## src/rtl/card_shoe.sv

```systemverilog
// card_shoe: single 52-card deck dealt without replacement.
// A draw starts at a pseudo-random index taken from a 6-bit LFSR. From there
// it walks the dealt mask until it finds an undealt card, and returns that
// card's rank (1..13).
// Ports:
//   slow_clock  - sole clock, rising edge
//   resetb      - asynchronous active-low reset
//   draw_req    - request one card (honoured only when idle)
//   shuffle     - return all cards to the shoe; aborts any draw in progress
//   new_card    - rank of the most recently dealt card, 0 after reset/shuffle
//   card_valid  - one-cycle pulse when new_card has just been updated
//   busy        - a draw is in progress
//   cards_left  - undealt cards remaining, 0..52
//   shoe_empty  - cards_left == 0
//   draw_err    - one-cycle pulse for a draw request on an empty shoe
module card_shoe #(
  parameter logic [5:0] SEED = 6'b000001
) (
  input  logic       slow_clock,
  input  logic       resetb,
  input  logic       draw_req,
  input  logic       shuffle,
  output logic [3:0] new_card,
  output logic       card_valid,
  output logic       busy,
  output logic [5:0] cards_left,
  output logic       shoe_empty,
  output logic       draw_err
);

  typedef enum logic [1:0] {IDLE, SEARCH, DEAL} state_t;

  state_t      state, state_next;
  logic [51:0] mask;
  logic [5:0]  ptr;
  logic [5:0]  lfsr;
  logic [5:0]  start;
  logic [3:0]  rank;

  // Fold the LFSR value (1..63) into the deck range 0..51.
  always_comb start = (lfsr < 6'd52) ? lfsr : lfsr - 6'd52;

  // Rank = (ptr mod 13) + 1 with ptr in 0..51.
  always_comb begin
    if (ptr >= 6'd39)      rank = 4'(ptr - 6'd38);
    else if (ptr >= 6'd26) rank = 4'(ptr - 6'd25);
    else if (ptr >= 6'd13) rank = 4'(ptr - 6'd12);
    else                   rank = 4'(ptr + 6'd1);
  end

  always_ff @(posedge slow_clock or negedge resetb) begin
    if (!resetb) state <= IDLE;
    else         state <= state_next;
  end

  always_comb begin
    state_next = state;
    busy       = (state != IDLE);
    case (state)
      IDLE:    if (!shuffle && draw_req && cards_left != 6'd0) state_next = SEARCH;
      SEARCH:  if (shuffle) state_next = IDLE;
               else if (!mask[ptr]) state_next = DEAL;
      DEAL:    state_next = IDLE;
      default: state_next = IDLE;
    endcase
  end

  always_comb shoe_empty = (cards_left == 6'd0);

  // The free card located in SEARCH is committed on the edge that leaves
  // DEAL. This way new_card, cards_left/shoe_empty and the registered
  // card_valid pulse all change together, and a shuffle during DEAL leaves
  // the deck untouched with no pulse.
  always_ff @(posedge slow_clock or negedge resetb) begin
    if (!resetb) begin
      mask       <= '0;
      ptr        <= '0;
      lfsr       <= SEED;
      cards_left <= 6'd52;
      new_card   <= '0;
      card_valid <= 1'b0;
      draw_err   <= 1'b0;
    end else begin
      lfsr       <= {lfsr[4:0], lfsr[5] ^ lfsr[4]};
      card_valid <= 1'b0;
      draw_err   <= 1'b0;
      if (shuffle) begin
        mask       <= '0;
        cards_left <= 6'd52;
        new_card   <= '0;
      end else begin
        case (state)
          IDLE: begin
            if (draw_req) begin
              if (cards_left == 6'd0) draw_err <= 1'b1;
              else                    ptr      <= start;
            end
          end
          SEARCH: begin
            if (mask[ptr]) ptr <= (ptr == 6'd51) ? 6'd0 : ptr + 6'd1;
          end
          DEAL: begin
            mask[ptr]  <= 1'b1;
            if (cards_left != 6'd0) cards_left <= cards_left - 6'd1;
            new_card   <= rank;
            card_valid <= 1'b1;
          end
          default: ;
        endcase
      end
    end
  end

endmodule

```

## config.mk

```make
export PLATFORM = sky130hd
export DESIGN_NAME = card_shoe
export DESIGN_NICKNAME = d
export VERILOG_FILES = /design/src/rtl/card_shoe.sv
export SDC_FILE = /design/constraint.sdc
export NUM_CORES = 1
export LEC_CHECK = 0
export ABC_AREA = 1
export CAP_MARGIN = 20
export CORE_MARGIN = 2
export CORE_UTILIZATION = 60
export CTS_BUF_LIST = sky130_fd_sc_hd__clkbuf_8 sky130_fd_sc_hd__clkbuf_16
export CTS_CLUSTER_SIZE = 28
export DETAILED_ROUTE_END_ITERATION = 8
export PLACE_DENSITY = 0.9
export SLEW_MARGIN = 20
export SYNTH_ARGS = -nofsm -noshare
export SYNTH_HDL_FRONTEND = slang
export SYNTH_SLANG_ARGS = --single-unit
```

## constraint.sdc

```tcl
create_clock -name slow_clock -period 2.3 [get_ports slow_clock]
set_clock_uncertainty 0.05 [all_clocks]
set_input_delay 0.345 -clock slow_clock [delete_from_list [all_inputs] [get_ports slow_clock]]
set_output_delay 0.345 -clock slow_clock [all_outputs]
set_load 0.01 [all_outputs]
```

==> results list <==
- Total length of routed wires: 10350 um
- Peak supply drop: 323.5 uV
* Most frequent standard cell in the layout excluding fill and tap cells: sky130_fd_sc_hd__nand2_1
- After clock tree synthesis, the clock-pin slew on the worst setup and hold paths is 80 ps.
* Required time of the worst setup path: 1900 ps
* CP startpoint kind: register
* Full die area: 7495 um2
- Die width: 86.58 um
- Max Fanout on Critical Path: 4
- Instance count along the most critical hold path: 0
* Worst reg-to-reg setup slack: 60 ps
- For this design the total switching power over the nets is 1312 uW.
* Count of synthesis-stage warnings from yosys: 0
- Gate count of the mapped netlist: 498
- From synthesis to final layout, the design area changed by 11.77%.
- For the final routed database, the setup TNS stands at 0 ps.
* CTS tree: done
- Each instance of the synthesized netlist takes up on average 8.216 um2.
- Fmax: 0.4443 GHz
- Counting distinct cell types in the post-synthesis netlist gives 36.
- Once routing completed, OpenROAD measured the worst setup slack at 49.34 ps.
- For this design the top-level I/O count stands at 18.
- Power per unit of standard cell area: 793.4 nW/um2
- The initial utilization of the core area, before any placement, comes to 61.24%.
- Deepest clock path buffer count: 2
* Antenna fix cells: 0
* Fraction of the yosys area taken by sequential cells: 47.83%
- Pre-CTS setup slack: 219.3 ps
* Arrival time of the worst setup path: 1860 ps
* Share of the clock period used by the worst path after layout: 97.85%
* Count of filler cells inserted in the layout: 489
- Slew at the pin closest to its max-slew limit: 477.1 ps
- Static Leak: 0.002218 uW
- In the final routed layout, each cell accounts on average for 17.10 um.
- Antenna Nets Post-Route: 0
- The internal portion of the total power is 2316 uW.
- For this run, the detailed router's first-pass iteration total came to 7.
* Standard-cell rows: 30
- Share of power burned in the clock network: 29.6%
- Worst Path Class, Setup: register to primary output
- Starting DRC count in detailed routing: 356
* Total DRC errors in the routed layout: 0
- Clock latency reported for the late side of the worst-skew pair: 370 ps
- Standard cell core area: 6681 um2
- The library cells used most frequently in the layout, excluding fill and tap cells, are 120 x sky130_fd_sc_hd__nand2_1, 73 x sky130_fd_sc_hd__dfrtp_1, 68 x sky130_fd_sc_hd__inv_1.
- Initial antenna violation count: 0
* Placed wire-length estimate: 6569 um
* Height of the die: 86.58 um
- Root Buffer Master: sky130_fd_sc_hd__clkbuf_8
- Wire length of the first global-routing pass: 16740 um
- Hold Path End: lfsr[1]
- The tightest min-delay check is of the register to register type.
- Via density per instance: 6.149
- For this block, the via count after detailed routing is 3720.
- Endpoint type of the worst setup path: primary output
* Combinational share of power: 29.6%
* Start point of the worst min-delay path: lfsr[0]
- In this run, synthesis produced a sequential element count of 78.
- Run status: complete, no violations
- In this run the number of H-tree levels came out at 3.
- For this run the aggregate overflow at the end of global routing stands at 0.
- Headroom to the max-slew limit came out at 67.98%.
* Cell area after technology mapping: 4091 um2
- Max-capacitance violation count: 0
- Total chip power: 3628 uW
* Number of failing hold endpoints at the final stage: 0
- The worst path in the final design needs a cycle of 2251 ps, including I/O delays and setup.
* Vias in the first global route: 3487
* Slew Limit Fails: 0
* Overall routing resource usage: 28.77%
- In this run switching power makes up 36.16% of total power.
- The worst register-to-register path begins at ptr[0].
- In this run, CTS created clock tree buffers numbering 9.
* Worst R2R Path Depth: 11
- Net count reported at finish: 539
- The post-route netlist has 10.67% of its cells at a drive strength greater than 1.
- Sequential fraction of design power: 40.8%
* Finish-stage setup viols: 0
- The worst register-to-register path ends at new_card[3].
- Entering global routing, the biggest net connects 47 pins.
- CTS sink cnt: 78
* Quantity of I/O buffers inserted on ports: 17
- Routability cong.: 0.9091
- Net count of the mapped netlist: 517
==> repair_timing <==
| item | in CTS | in global routing |
|---|---|---|
| endpoints found under the setup margin | 1 | 3 |
| hold buffers | 1 | 0 |
| endpoints found under the hold margin | 31 | 0 |
| resized for setup | 2 | 2 |
| setup buffers | 2 | 1 |
| pin swaps | 1 | 1 |
==> final cells by class <==
| type | count | area [um2] | share of cell area [%] |
|---|---|---|---|
| Sequential cell | 78 | 1958 | 42.82 |
| Multi-Input combinational cell | 324 | 1714 | 37.48 |
| Timing Repair Buffer | 32 | 307.8 | 6.730 |
| Inverter | 75 | 286.5 | 6.265 |
| Clock buffer | 10 | 137.6 | 3.010 |
| Tap cell | 80 | 100.1 | 2.189 |
| Clock inverter | 6 | 68.82 | 1.505 |
==> metal layers <==
metal | up-vias | wire length, um | global-route usage, %
met5 | - | 0 | 0
met4 | 0 | 400 | 16.62
met3 | 43 | 703 | 4.857
met2 | 206 | 5003 | 46.36
met1 | 1771 | 4240 | 36.74
li1 | 1700 | - | -
==> critical path: stages, from the launching register on <==
cell	delay, ps
sky130_fd_sc_hd__dfrtp_1	380
sky130_fd_sc_hd__inv_1	120
sky130_fd_sc_hd__ha_2	220
sky130_fd_sc_hd__nand4_1	150
sky130_fd_sc_hd__inv_2	90
sky130_fd_sc_hd__clkdlybuf4s50_1	530
==> worst max-delay path by stage <==
stage / slack (ps) / endpoint / from / cells after the start
floorplan: 340 / new_card[1] / ptr[1] / 10
global placement: 290 / shoe_empty / cards_left[0] / 5
detailed placement: 220 / new_card[3] / ptr[0] / 11
CTS: 50 / shoe_empty / cards_left[0] / 5
global route: -8 / new_card[2] / ptr[0] / 11
finish: 50 / shoe_empty / cards_left[0] / 5
==> power groups by stage <==
stage                     combinational, uW  clock, uW  sequential (uW)
after floorplan                         776          0             1490
after global placement                  986          0             1500
after detailed placement               1020          0             1500
after CTS                              1040       1070             1480
after global routing                   1170       1140             1490
final                                  1070       1070             1480
==> cells in the mapped netlist (all sizes together) <==
master,instances,area (um2)
a21oi,5,28.78
a22o,1,8.760
a31oi,2,12.51
buf,13,107.6
clkbuf,8,31.28
clkinv,1,3.750
dfrtp,74,1852
dfstp,4,105.1
ha,15,187.7
inv,74,280.3
nand2,124,475.5
nand3,61,305.3
nand4,5,31.28
nor2,21,96.34
nor3,2,10.01
o211ai,5,42.54
o21ai,26,141.4
o22ai,49,306.5
o311ai,1,8.760
o31ai,2,15.01
o32ai,1,8.760
or2,1,6.260
xor2,3,26.28
==> logic make-up (layout without fill, tap and decap cells) <==
group	after synthesis	after routing	share of synthesized area, %
xor gates and xnor gates	3	3	0.6423
buffers and inverters	96	123	10.34
and+or+nand+nor	214	214	22.60
DFF	78	78	47.83
AOI/OAI and AO/OA	92	92	14.01
adders and majority gates	15	15	4.587
==> flip-flops by register name, indices dropped and copies added, names as in the netlist <==
register / cells
state: 2
draw_err: 1
cards_left: 6
card_valid: 1
new_card: 4
ptr: 6
mask: 52
lfsr: 6
==> through the flow <==
stage | cell area, um2 | std cells | hold slack [ps] | util (%)
4_1_cts | 4562 | 604 | 348.8 | 68.28
3_5_place_dp | 4328 | 585 | 275.7 | 64.78
2_1_floorplan | 4091 | 498 | -0.5911 | -
5_1_grt | 4573 | 605 | 364.9 | 68.45
3_3_place_gp | 4328 | 585 | 267.3 | 64.78
6_report | 4573 | 605 | 355.1 | 68.45
(Power assumes the default switching activity.)
